===== src/rtl/booth_seq_ctrl_if.sv =====
// Request/response bus between the execute-stage multiply request and the
// Booth sequential controller.
interface booth_seq_ctrl_if #(
    parameter int WIDTH = 4
);
    logic                   start;
    logic [WIDTH-1:0]       multiplicand;
    logic [WIDTH-1:0]       multiplier;
    logic                   busy;
    logic                   done;
    logic [2*WIDTH-1:0]     product;
    logic                   err;

    modport master (
        output start, multiplicand, multiplier,
        input  busy, done, product, err
    );

    modport slave (
        input  start, multiplicand, multiplier,
        output busy, done, product, err
    );
endinterface


===== src/rtl/booth_seq_ctrl.sv =====
// Sequencer for a combinational Booth radix-2 step stage: holds A/Q/M, runs
// WIDTH iterations and registers the signed product with an overflow flag.
module booth_seq_ctrl #(
    parameter int WIDTH = 4
) (
    input  logic             clk,
    input  logic             rst_n,
    booth_seq_ctrl_if.slave  bus,
    output logic [WIDTH-1:0] step_a_in,
    output logic [WIDTH-1:0] step_m,
    output logic [WIDTH:0]   step_q_in,
    input  logic [WIDTH-1:0] step_a_out,
    input  logic [WIDTH:0]   step_q_out
);
    localparam int CW = $clog2(WIDTH + 1);

    typedef enum logic [1:0] {
        IDLE = 2'd0,
        RUN  = 2'd1,
        DONE = 2'd2
    } state_t;

    state_t               r_state;
    logic [WIDTH-1:0]     r_a;
    logic [WIDTH:0]       r_q;
    logic [WIDTH-1:0]     r_m;
    logic [CW-1:0]        r_count;
    logic [2*WIDTH-1:0]   r_product;
    logic                 r_err_q;
    logic                 r_err;
    logic                 r_busy;
    logic                 r_done;
    logic                 w_most_neg;

    // -M is not representable in WIDTH bits for this operand, so A-M overflows.
    assign w_most_neg = (bus.multiplicand == {1'b1, {(WIDTH-1){1'b0}}});

    // NOTE: all state below uses non-blocking assignments so every register
    // samples pre-edge values regardless of statement order.
    always_ff @(posedge clk or negedge rst_n) begin
        if (!rst_n) begin
            r_state   <= IDLE;
            r_a       <= '0;
            r_q       <= '0;
            r_m       <= '0;
            r_count   <= '0;
            r_product <= '0;
            r_err_q   <= 1'b0;
            r_err     <= 1'b0;
            r_busy    <= 1'b0;
            r_done    <= 1'b0;
        end else begin
            case (r_state)
                IDLE: begin
                    if (bus.start) begin
                        r_a     <= '0;
                        r_q     <= {bus.multiplier, 1'b0};
                        r_m     <= bus.multiplicand;
                        r_count <= CW'(WIDTH);
                        r_err_q <= w_most_neg;
                        r_busy  <= 1'b1;
                        r_state <= RUN;
                    end
                end
                RUN: begin
                    r_a     <= step_a_out;
                    r_q     <= step_q_out;
                    r_count <= r_count - 1'b1;
                    if (r_count == CW'(1)) begin
                        r_product <= {step_a_out, step_q_out[WIDTH:1]};
                        r_err     <= r_err_q;
                        r_done    <= 1'b1;
                        r_state   <= DONE;
                    end
                end
                DONE: begin
                    r_done  <= 1'b0;
                    r_busy  <= 1'b0;
                    r_state <= IDLE;
                end
                default: begin
                    r_done  <= 1'b0;
                    r_busy  <= 1'b0;
                    r_state <= IDLE;
                end
            endcase
        end
    end

    assign step_a_in   = r_a;
    assign step_m      = r_m;
    assign step_q_in   = r_q;
    assign bus.busy    = r_busy;
    assign bus.done    = r_done;
    assign bus.product = r_product;
    assign bus.err     = r_err;
endmodule


===== src/flat_wrapper.sv =====
// flat-port wrapper written by rule: the top's interface ports become plain ports
module booth_seq_ctrl_flat 
#(
    parameter int WIDTH = 4
)
  (clk, rst_n, step_a_in, step_m, step_q_in, step_a_out, step_q_out, bus_start, bus_multiplicand, bus_multiplier, bus_busy, bus_done, bus_product, bus_err);
  booth_seq_ctrl_if #(.WIDTH(WIDTH)) bus_i ();
  input  logic clk;
  input  logic rst_n;
  output logic [WIDTH-1:0] step_a_in;
  output logic [WIDTH-1:0] step_m;
  output logic [WIDTH:0] step_q_in;
  input  logic [WIDTH-1:0] step_a_out;
  input  logic [WIDTH:0] step_q_out;
  input wire logic [$bits(bus_i.start)-1:0] bus_start;
  input wire logic [$bits(bus_i.multiplicand)-1:0] bus_multiplicand;
  input wire logic [$bits(bus_i.multiplier)-1:0] bus_multiplier;
  output wire logic [$bits(bus_i.busy)-1:0] bus_busy;
  output wire logic [$bits(bus_i.done)-1:0] bus_done;
  output wire logic [$bits(bus_i.product)-1:0] bus_product;
  output wire logic [$bits(bus_i.err)-1:0] bus_err;
  assign bus_i.start = bus_start;
  assign bus_i.multiplicand = bus_multiplicand;
  assign bus_i.multiplier = bus_multiplier;
  assign bus_busy = bus_i.busy;
  assign bus_done = bus_i.done;
  assign bus_product = bus_i.product;
  assign bus_err = bus_i.err;
  booth_seq_ctrl #(.WIDTH(WIDTH)) u_core (.clk(clk), .rst_n(rst_n), .bus(bus_i), .step_a_in(step_a_in), .step_m(step_m), .step_q_in(step_q_in), .step_a_out(step_a_out), .step_q_out(step_q_out));
endmodule

===== config.mk =====
export PLATFORM = sky130hd
export DESIGN_NAME = booth_seq_ctrl_flat
export DESIGN_NICKNAME = d
export VERILOG_FILES = /design/src/rtl/booth_seq_ctrl_if.sv /design/src/rtl/booth_seq_ctrl.sv /design/src/flat_wrapper.sv
export SDC_FILE = /design/constraint.sdc
export NUM_CORES = 1
export LEC_CHECK = 0
export CAP_MARGIN = 10
export CORE_MARGIN = 4
export CORE_UTILIZATION = 46
export CTS_BUF_LIST = sky130_fd_sc_hd__clkbuf_4
export CTS_CLUSTER_DIAMETER = 40
export CTS_CLUSTER_SIZE = 10
export DETAILED_ROUTE_END_ITERATION = 16
export PLACE_DENSITY = 0.81
export SLEW_MARGIN = 30
export SYNTH_ARGS = -nofsm -noshare
export SYNTH_HDL_FRONTEND = slang
export SYNTH_SLANG_ARGS = --single-unit

===== constraint.sdc =====
create_clock -name clk -period 2 [get_ports clk]
set_input_delay 0.3 -clock clk [delete_from_list [all_inputs] [get_ports clk]]
set_output_delay 0.3 -clock clk [all_outputs]
set_load 0.02 [all_outputs]

# ---- After elaboration in Yosys (flattened, before gate mapping)
# Cells that the tools add are included.
dict set report word_totals {
  regBits 30
  latchBits 0
  ramBits 0
  romBits 0
  output_inout_bits 24
  memories 0
}
dict set report op_classes {
  n_addsub 1
  n_mul 0
  div_mod_pow 0
  magnitude_cmp 0
  n_eq_ne 5
  shift 0
  mux 13
  bitwise_logic 2
  reduce_logical 8
}
# op n
set ops {}
lappend ops {{$reduce_and 2->1} 6}
lappend ops {{$pmux 5 s2} 1}
lappend ops {{$pmux 4 s2} 1}
lappend ops {{$pmux 3 s2} 1}
lappend ops {{$mux 5} 1}
lappend ops {{$eq 4x4->1 const B} 1}
lappend ops {{$mux 2} 2}
lappend ops {{$mux 4} 1}
lappend ops {{$pmux 1 s2} 2}
lappend ops {{$pmux 2 s2} 1}
lappend ops {{$eq 3x1->1 const B} 1}
lappend ops {{$mux 3} 1}
lappend ops {{$sub 3x1->3 const B} 1}
lappend ops {{$eq 2x1->1 const B} 1}
lappend ops {{$logic_not 2->1} 1}
lappend ops {{$mux 1} 2}
lappend ops {{$ne 2x1->1 const B} 1}
lappend ops {{$ne 2x2->1 const B} 1}
lappend ops {{$not 1->1} 2}
lappend ops {{$reduce_bool 2->1} 1}

# ---- Logic depth before layout (Yosys ltp)
# Gate-level depths: netlist of the first run.
dict set report logic_depth {
  ltp_word 3
  mapped_depth 5
  ltp_nobuf 5
}

# ---- Worst setup path after synthesis of the first run
# No wires, ideal clock.
dict set report synth_timing {
  path_type {register to register}
  from {reg u_core.r_state[1]}
  to {reg u_core.r_err, in the netlist u_core.bus.err}
  setup_ps 125
  t_arrival_ps 1231
  required_ps 1875
  setup_slack_ps 643
  path_stages_with_launch 5
  synth_period_minus_slack_ps 1357
  path_cell_list {dfrtp_1 > nor2b_2 > and3_4 > buf_12 > mux2_4}
}
dict set report synth_via {
  elab_chain_len 2
}
# element line_no
set synth_rtl {}
lappend synth_rtl {{from (decl)} booth_seq_ctrl.sv:23} ;# state_t r_state;
lappend synth_rtl {{from (signal assigned)} booth_seq_ctrl.sv:42} ;# r_state <= IDLE;
lappend synth_rtl {{from (signal assigned)} booth_seq_ctrl.sv:62} ;# r_state <= RUN;
lappend synth_rtl {{from (signal assigned)} booth_seq_ctrl.sv:73} ;# r_state <= DONE;
lappend synth_rtl {{$eq 2x1->1} booth_seq_ctrl.sv:53} ;# case (r_state)
lappend synth_rtl {{$reduce_and 2->1 (no source line)} --}
lappend synth_rtl {{to (signal assigned)} booth_seq_ctrl.sv:71} ;# r_err <= r_err_q;
lappend synth_rtl {{to (decl)} booth_seq_ctrl.sv:30} ;# logic r_err;
# No other way between the ends.
# A chain may end at the register's enable or synchronous reset.

# ---- Worst setup path in the final report of the first run
dict set report layout_timing {
  from {reg u_core.r_q[4], in the netlist u_core.step_q_in[4]}
  to {out step_q_in[4]}
}
# element line_no
set layout_lines {}
lappend layout_lines {{from (decl)} booth_seq_ctrl.sv:25} ;# logic [WIDTH:0] r_q;
lappend layout_lines {{from (signal assigned)} booth_seq_ctrl.sv:57} ;# r_q <= {bus.multiplier, 1'b0};
lappend layout_lines {{from (signal assigned)} booth_seq_ctrl.sv:67} ;# r_q <= step_q_out;
lappend layout_lines {{to (decl)} flat_wrapper.sv:12} ;# output logic [WIDTH:0] step_q_in;
# No word-level cell between the ends.

==> results of run 1 <==
==> cell usage after synthesis <==
library cell  count  share of area
a21o_1            2          0.012
a22o_1            5          0.035
a22oi_1           1         0.0060
a31oi_1           1         0.0050
and3_4            1         0.0090
buf_12            1          0.016
buf_2             1         0.0040
dfrtp_1          30           0.60
ha_1              2          0.020
inv_1             4          0.012
mux2_1            6          0.054
mux2_4            8          0.096
nand2_1           2         0.0060
nand2b_1          2          0.010
nand3b_1          1         0.0060
nor2_1            4          0.012
nor2_4            1         0.0090
nor2b_2           1         0.0070
nor4b_1           1         0.0070
o21ai_0           1         0.0040
o21ai_1           2         0.0080
o21bai_2          1         0.0090
o22ai_1           4          0.020
o32ai_1           4          0.028
or2_1             1         0.0050
==> sequential cells by signal (all words and copies together) (netlist names) <==
register and count:
u_core.bus.busy 1, u_core.bus.done 1, u_core.bus.err 1, u_core.bus.product 8, u_core.r_count 3, u_core.r_err_q 1
u_core.r_state 2, u_core.step_a_in 4, u_core.step_m 4, u_core.step_q_in 5
==> cell families after synthesis <==
| kind of cell | count (synthesis) |
|---|---|
| flops | 30 |
| buf+inv | 6 |
| mux | 14 |
| compound gates | 21 |
| fa+ha+maj | 2 |
| simple gates | 14 |
==> cell type report <==
type	count	area, µm²	area share
Inverter	4	15.01	0.008523
Clock buffer	7	52.55	0.02983
Multi-Input combinational cell	51	460.4	0.2614
Timing Repair Buffer	45	445.4	0.2528
Tap cell	30	37.54	0.02131
Sequential cell	30	750.7	0.4261
==> cell usage in the layout, fill, tap and decap left out, drive strengths merged, types with 2 or more instances in the layout <==
cell	count
clkdlybuf4s50	43
dfrtp	30
mux2	14
clkbuf	7
a22o	5
nor2	5
inv	4
o32ai	4
o22ai	4
o21ai	3
nand2b	2
nand2	2
a21o	2
ha	2
buf	2
==> per-stage QoR <==
step	power [mW]	setup WS [ns]
5_1_grt	3.069	0.3229
3_5_place_dp	2.563	0.3245
3_3_place_gp	2.527	0.3621
6_report	2.891	0.3731
4_1_cts	2.921	0.3577
2_1_floorplan	1.910	0.6435
==> how the worst min path moves through the flow <==
stage	start	to	slack [ns]
4_1_cts	rst_n	u_core.step_q_in[0]	0.35
3_5_place_dp	u_core.bus.busy	u_core.bus.busy	0.47
2_1_floorplan	rst_n	u_core.bus.busy	0.004
5_1_grt	rst_n	u_core.step_a_in[3]	0.38
6_report	rst_n	u_core.step_a_in[3]	0.35
3_3_place_gp	u_core.bus.done	u_core.bus.done	0.46
==> metal layers <==
layer,up-vias,wire length (µm)
met5,-,0
met4,0,57
met3,4,252
met2,38,1244
met1,425,1160
li1,418,-
==> where the power goes <==
group / switching (mW) / internal (mW) / total, mW
sequential: 0.179 / 0.895 / 1.07
clock: 0.187 / 0.159 / 0.347
combinational: 0.697 / 0.773 / 1.47
==> run metrics, run 1 <==
# nets final 159; hold_ws 0.3490 ns; max frequency 614.7 MHz; multiplexer share of the synthesized area 0.1500; initial DRC count 22; clock slew at reported path FFs 0.09 ns; WL/cell 16.26 µm; worst r2r path cells 3; Distinct cells, synth 25; Die Y 60.16 µm; post-route antenna net violation count 0; IO Pins 44; reg2reg end u_core.bus.product[4]; Post-Synth Simple-Gate Area 0.07100; startpoint types flop; share of cells above drive strength 1 0.1533; GRT Overall Usage 0.1718; CORE AREA 2545 µm²; DRT Pass-1 Iters 4; Vias 885; Tmin final 1.627 ns; RSZ-0062 raised after global routing no; Max VDD drop 0.001352 V; Post-Layout Cell Count 167; Setup Crit Path Kind reg2out; status complete, no violations; maxcap violations 0; GPL Wtd Cong 0.7276; cell area after synthesis 1251 µm²; Levels on crit path 1; area post-placement 1709 µm²; post-synthesis adder-cell area fraction 0.02000; CTS sink cnt 30; Die Wd 60.16 µm; Placed Cells 160; Max-slew headroom 0.7203; htree depth 2; GR Util met1 0.2047; final hold vios 0; post-synthesis cell count 87; gr ovfl total 0; GR Layer Usage met2 0.2593; CP Max Fanout 3; r2r startpoint u_core.r_state[1]; Seq cells post-synth 30; Fillers 186; fin area 1762 µm²; CP peak stage delay 0.62 ns; initial core utilization 0.4916; row count 18; Layout Utilization 0.6922; Finish-stage setup viols 0; Syn Nets 109; Ys Warns 0; Clk Tree Root Cell clkbuf_4; CTS Buffer Depth 2; reg-to-reg slack, setup 0.47 ns; worst slew pin tran 0.4193 ns; largest family of logic cells by synthesized area multiplexers; Post-CTS Hold Fix Bufs 0; DP HPWL 1990 µm; area grow syn2layout 40.80%; Buf/Inv on CP 1; Final period util 0.8134; CTS resizes 0; Final Max Tran Viols 0; crit path capture type output pin; CP arrival 1.33 ns; final WL 2716 µm; register area share after synthesis 0.6000; post-synthesis compound-gate area fraction 0.1270; Most Used Layer, Global Route met2; final setup TNS 0 ns; total die area 3619 µm²; TritonCTS Buffers 5; initial antenna violation count 0; crit path capture step_q_in[4]; number of port buffers 43; Via density 5.299; crit path cell chain clkdlybuf4s50_1; Power Density 1641 nW/µm²; xor/xnor share of the synthesized area 0; Hold Path Class in2async; LEAKAGE 0.7738 nW; post-synthesis area per instance 14.38 µm²; # DRC 0; post-CTS setup buffers 0; worst skew pair latency 0.32 ns; CTS tree done; Slowest cell on crit path clkdlybuf4s50_1; met3 Use GR 0.07343; antenna diode instance count 0; Crit path required time 1.70 ns; vias in the first global route 967; delay-heaviest family, CP buffers and inverters; first-pass GRT wire length 4381 µm; largest net degree at the start of global routing 31; origin of the worst setup path u_core.step_q_in[4]; worst clock skew 0.005034 ns
Power figures use the tool's default switching activity.
==> run 2, diff against run 1 <==
==> constraint.sdc (replaced) <==
create_clock -name clk -period 1.6 [get_ports clk]
set_input_delay 0.24 -clock clk [delete_from_list [all_inputs] [get_ports clk]]
set_output_delay 0.24 -clock clk [all_outputs]
set_load 0.02 [all_outputs]
==> run 2 against run 1 <==
  * Global-route usage increased by 0.59 points
  * Die area unchanged
  * Register-to-register slack got worse by 0.29 ns
  * Final cell count increased by 1.2%
  * Critical path depth unchanged
  * Total power increased by 29%
  * Clock-buffer cell count decreased by 2
  * Sequential power increased by 24%
  * Non-clock buffer count increased by 2
  * Largest power group unchanged
==> run metrics, run 2 (synthesis gave the netlist of run 1 again) <==
Setup Crit Path Kind reg2out; worst slew pin tran 0.3785 ns (-0.04079 ns); worst clock skew 0.008183 ns (+0.003149 ns); share of cells above drive strength 1 0.1583 (+0.004989); startpoint types flop; initial DRC count 30 (+36%); antenna diode instance count 0 (unchanged); post-route antenna net violation count 0 (unchanged); post-CTS setup buffers 0 (unchanged); Slowest cell on crit path clkdlybuf4s50_1; Final period util 0.9761; DP HPWL 1975 µm (-0.75%); DRT Pass-1 Iters 4 (unchanged); GPL Wtd Cong 0.7672 (+5.4%); status complete, no violations; Tmin final 1.562 ns; clock slew at reported path FFs 0.09 ns (about the same); Placed Cells 162 (+1.3%); final hold vios 0 (unchanged); worst r2r path cells 4 (+1); maxcap violations 0 (unchanged); Clk Tree Root Cell clkbuf_4; Die Y 60.16 µm (unchanged); CP peak stage delay 0.63 ns (about the same); most common cell after layout, fill and taps aside clkdlybuf4s50_1; initial antenna violation count 0 (unchanged); CTS Buffer Depth 2 (unchanged); final WL 2665 µm (-1.9%); r2r startpoint u_core.r_count[1]; Crit path required time 1.36 ns (-0.34 ns); CP Max Fanout 3 (unchanged); max FFs per register 8 (unchanged); largest net degree at the start of global routing 31 (unchanged); CP arrival 1.32 ns (about the same); GR Util met1 0.2327 (+0.02802); worst skew pair latency 0.32 ns (about the same); Via density 5.355 (+1.0%); reg-to-reg slack, setup 0.18 ns (-0.29 ns); crit path cell chain clkdlybuf4s50_1; Max-slew headroom 0.7475 (+0.02721); area grow syn2layout 44.50%; row count 18 (unchanged); Post-Layout Cell Count 169 (+1.2%); initial core utilization 0.4916 (unchanged); total die area 3619 µm² (unchanged); TritonCTS Buffers 5 (unchanged); WL/cell 15.77 µm (-3.0%); Hold Path Class in2async; hold_ws 0.3045 ns (-0.04452 ns); gr ovfl total 0 (unchanged); number of port buffers 43 (unchanged); most frequent cells in the layout clkdlybuf4s50_1 (38), dfrtp_1 (30), mux2_4 (8); CTS tree done; IO Pins 44 (unchanged); Post-CTS Hold Fix Bufs 0 (unchanged); CTS sink cnt 30 (unchanged); Layout Utilization 0.7104 (+0.01819); vias in the first global route 961 (-0.62%); Max VDD drop 0.001533 V (+13%); Vias 905 (+2.3%); Finish-stage setup viols 0 (unchanged); RSZ-0062 raised after global routing no; total power 3.735 mW (+29%); CORE AREA 2545 µm² (unchanged); met3 Use GR 0.07127 (-0.002160); Final Max Tran Viols 0 (unchanged); # DRC 0 (unchanged); GRT Overall Usage 0.1777 (+0.005891); final setup TNS 0 ns (unchanged); crit path capture type output pin; Buf/Inv on CP 1 (unchanged); first-pass GRT wire length 4533 µm (+3.5%); LEAKAGE 0.8436 nW (+9.0%); delay-heaviest family, CP buffers and inverters; Most Used Layer, Global Route met2; Die Wd 60.16 µm (unchanged); Power Density 2066 nW/µm² (+26%); htree depth 2 (unchanged); max frequency 640.3 MHz; # nets final 161 (+1.3%); reg2reg end u_core.bus.product[4]; GR Layer Usage met2 0.2546 (-0.004630)
[run 2: cell types whose count changed in the layout (fill, tap and decap cells not counted), sizes merged]
cell | previous run | this run
clkdlybuf4s50 | 43 | 38
dlymetal6s2s | 0 | 5
buf | 2 | 4
clkbuf | 7 | 5
bufinv | 0 | 1
clkinv | 0 | 1
[run 2: through the flow]
step                      area, µm²  setup WS [ns]
after global placement         1724        0.07246
final                          1808        0.03831
after detailed placement       1724        0.04051
after CTS                      1795       0.002956
after floorplan                1251         0.2435
after global routing           1808      0.0007498
[run 2: how the worst max path moves through the flow]
stage / cells past startpoint / from / slack (ns) / to
after floorplan: 4 / u_core.r_state[1] / 0.24 / u_core.bus.err
after global placement: 4 / bus_start / 0.07 / u_core.step_m[3]
after global routing: 1 / u_core.step_q_in[2] / 0.0007 / step_q_in[2]
after detailed placement: 4 / bus_start / 0.04 / u_core.step_m[3]
after CTS: 1 / u_core.step_q_in[3] / 0.003 / step_q_in[3]
final: 1 / u_core.step_q_in[4] / 0.04 / step_q_in[4]
[run 2: power by group]
| group | switching, mW | leakage [nW] | internal, mW |
|---|---|---|---|
| logic | 0.877 | 0.447 | 0.975 |
| registers | 0.216 | 0.358 | 1.12 |
| clock network | 0.233 | 0.0387 | 0.316 |
[run 2: area by class of cell]
class / count / area, µm²
tap: 30 / 37.54
clock buffer: 5 / 37.54
fill: 182 / 737.0
multi-input combinational: 51 / 460.4
timing repair buffer: 47 / 473.0
inverter: 4 / 15.01
sequential: 30 / 750.7
clock inverter: 2 / 33.78
[run 2: layer usage]
metal,part of all wire,vias to the layer above
met5,0,-
met4,0.018,0
met3,0.084,4
met2,0.47,38
met1,0.43,439
li1,-,424
[run 2: what timing repair did]
item                                   CTS  global route
endpoints found under the hold margin    0             0
setup endpoints to repair                0             5
resized for setup                        0             5
[run 2: worst register-to-register path, delay by kind of cell (launching register included)]
kind	cells	cell delay, ns
DFF	1	0.39
muxes	1	0.35
and+or+nand+nor	1	0.32
adders and majority gates	1	0.17
buffers and inverters	1	0.08
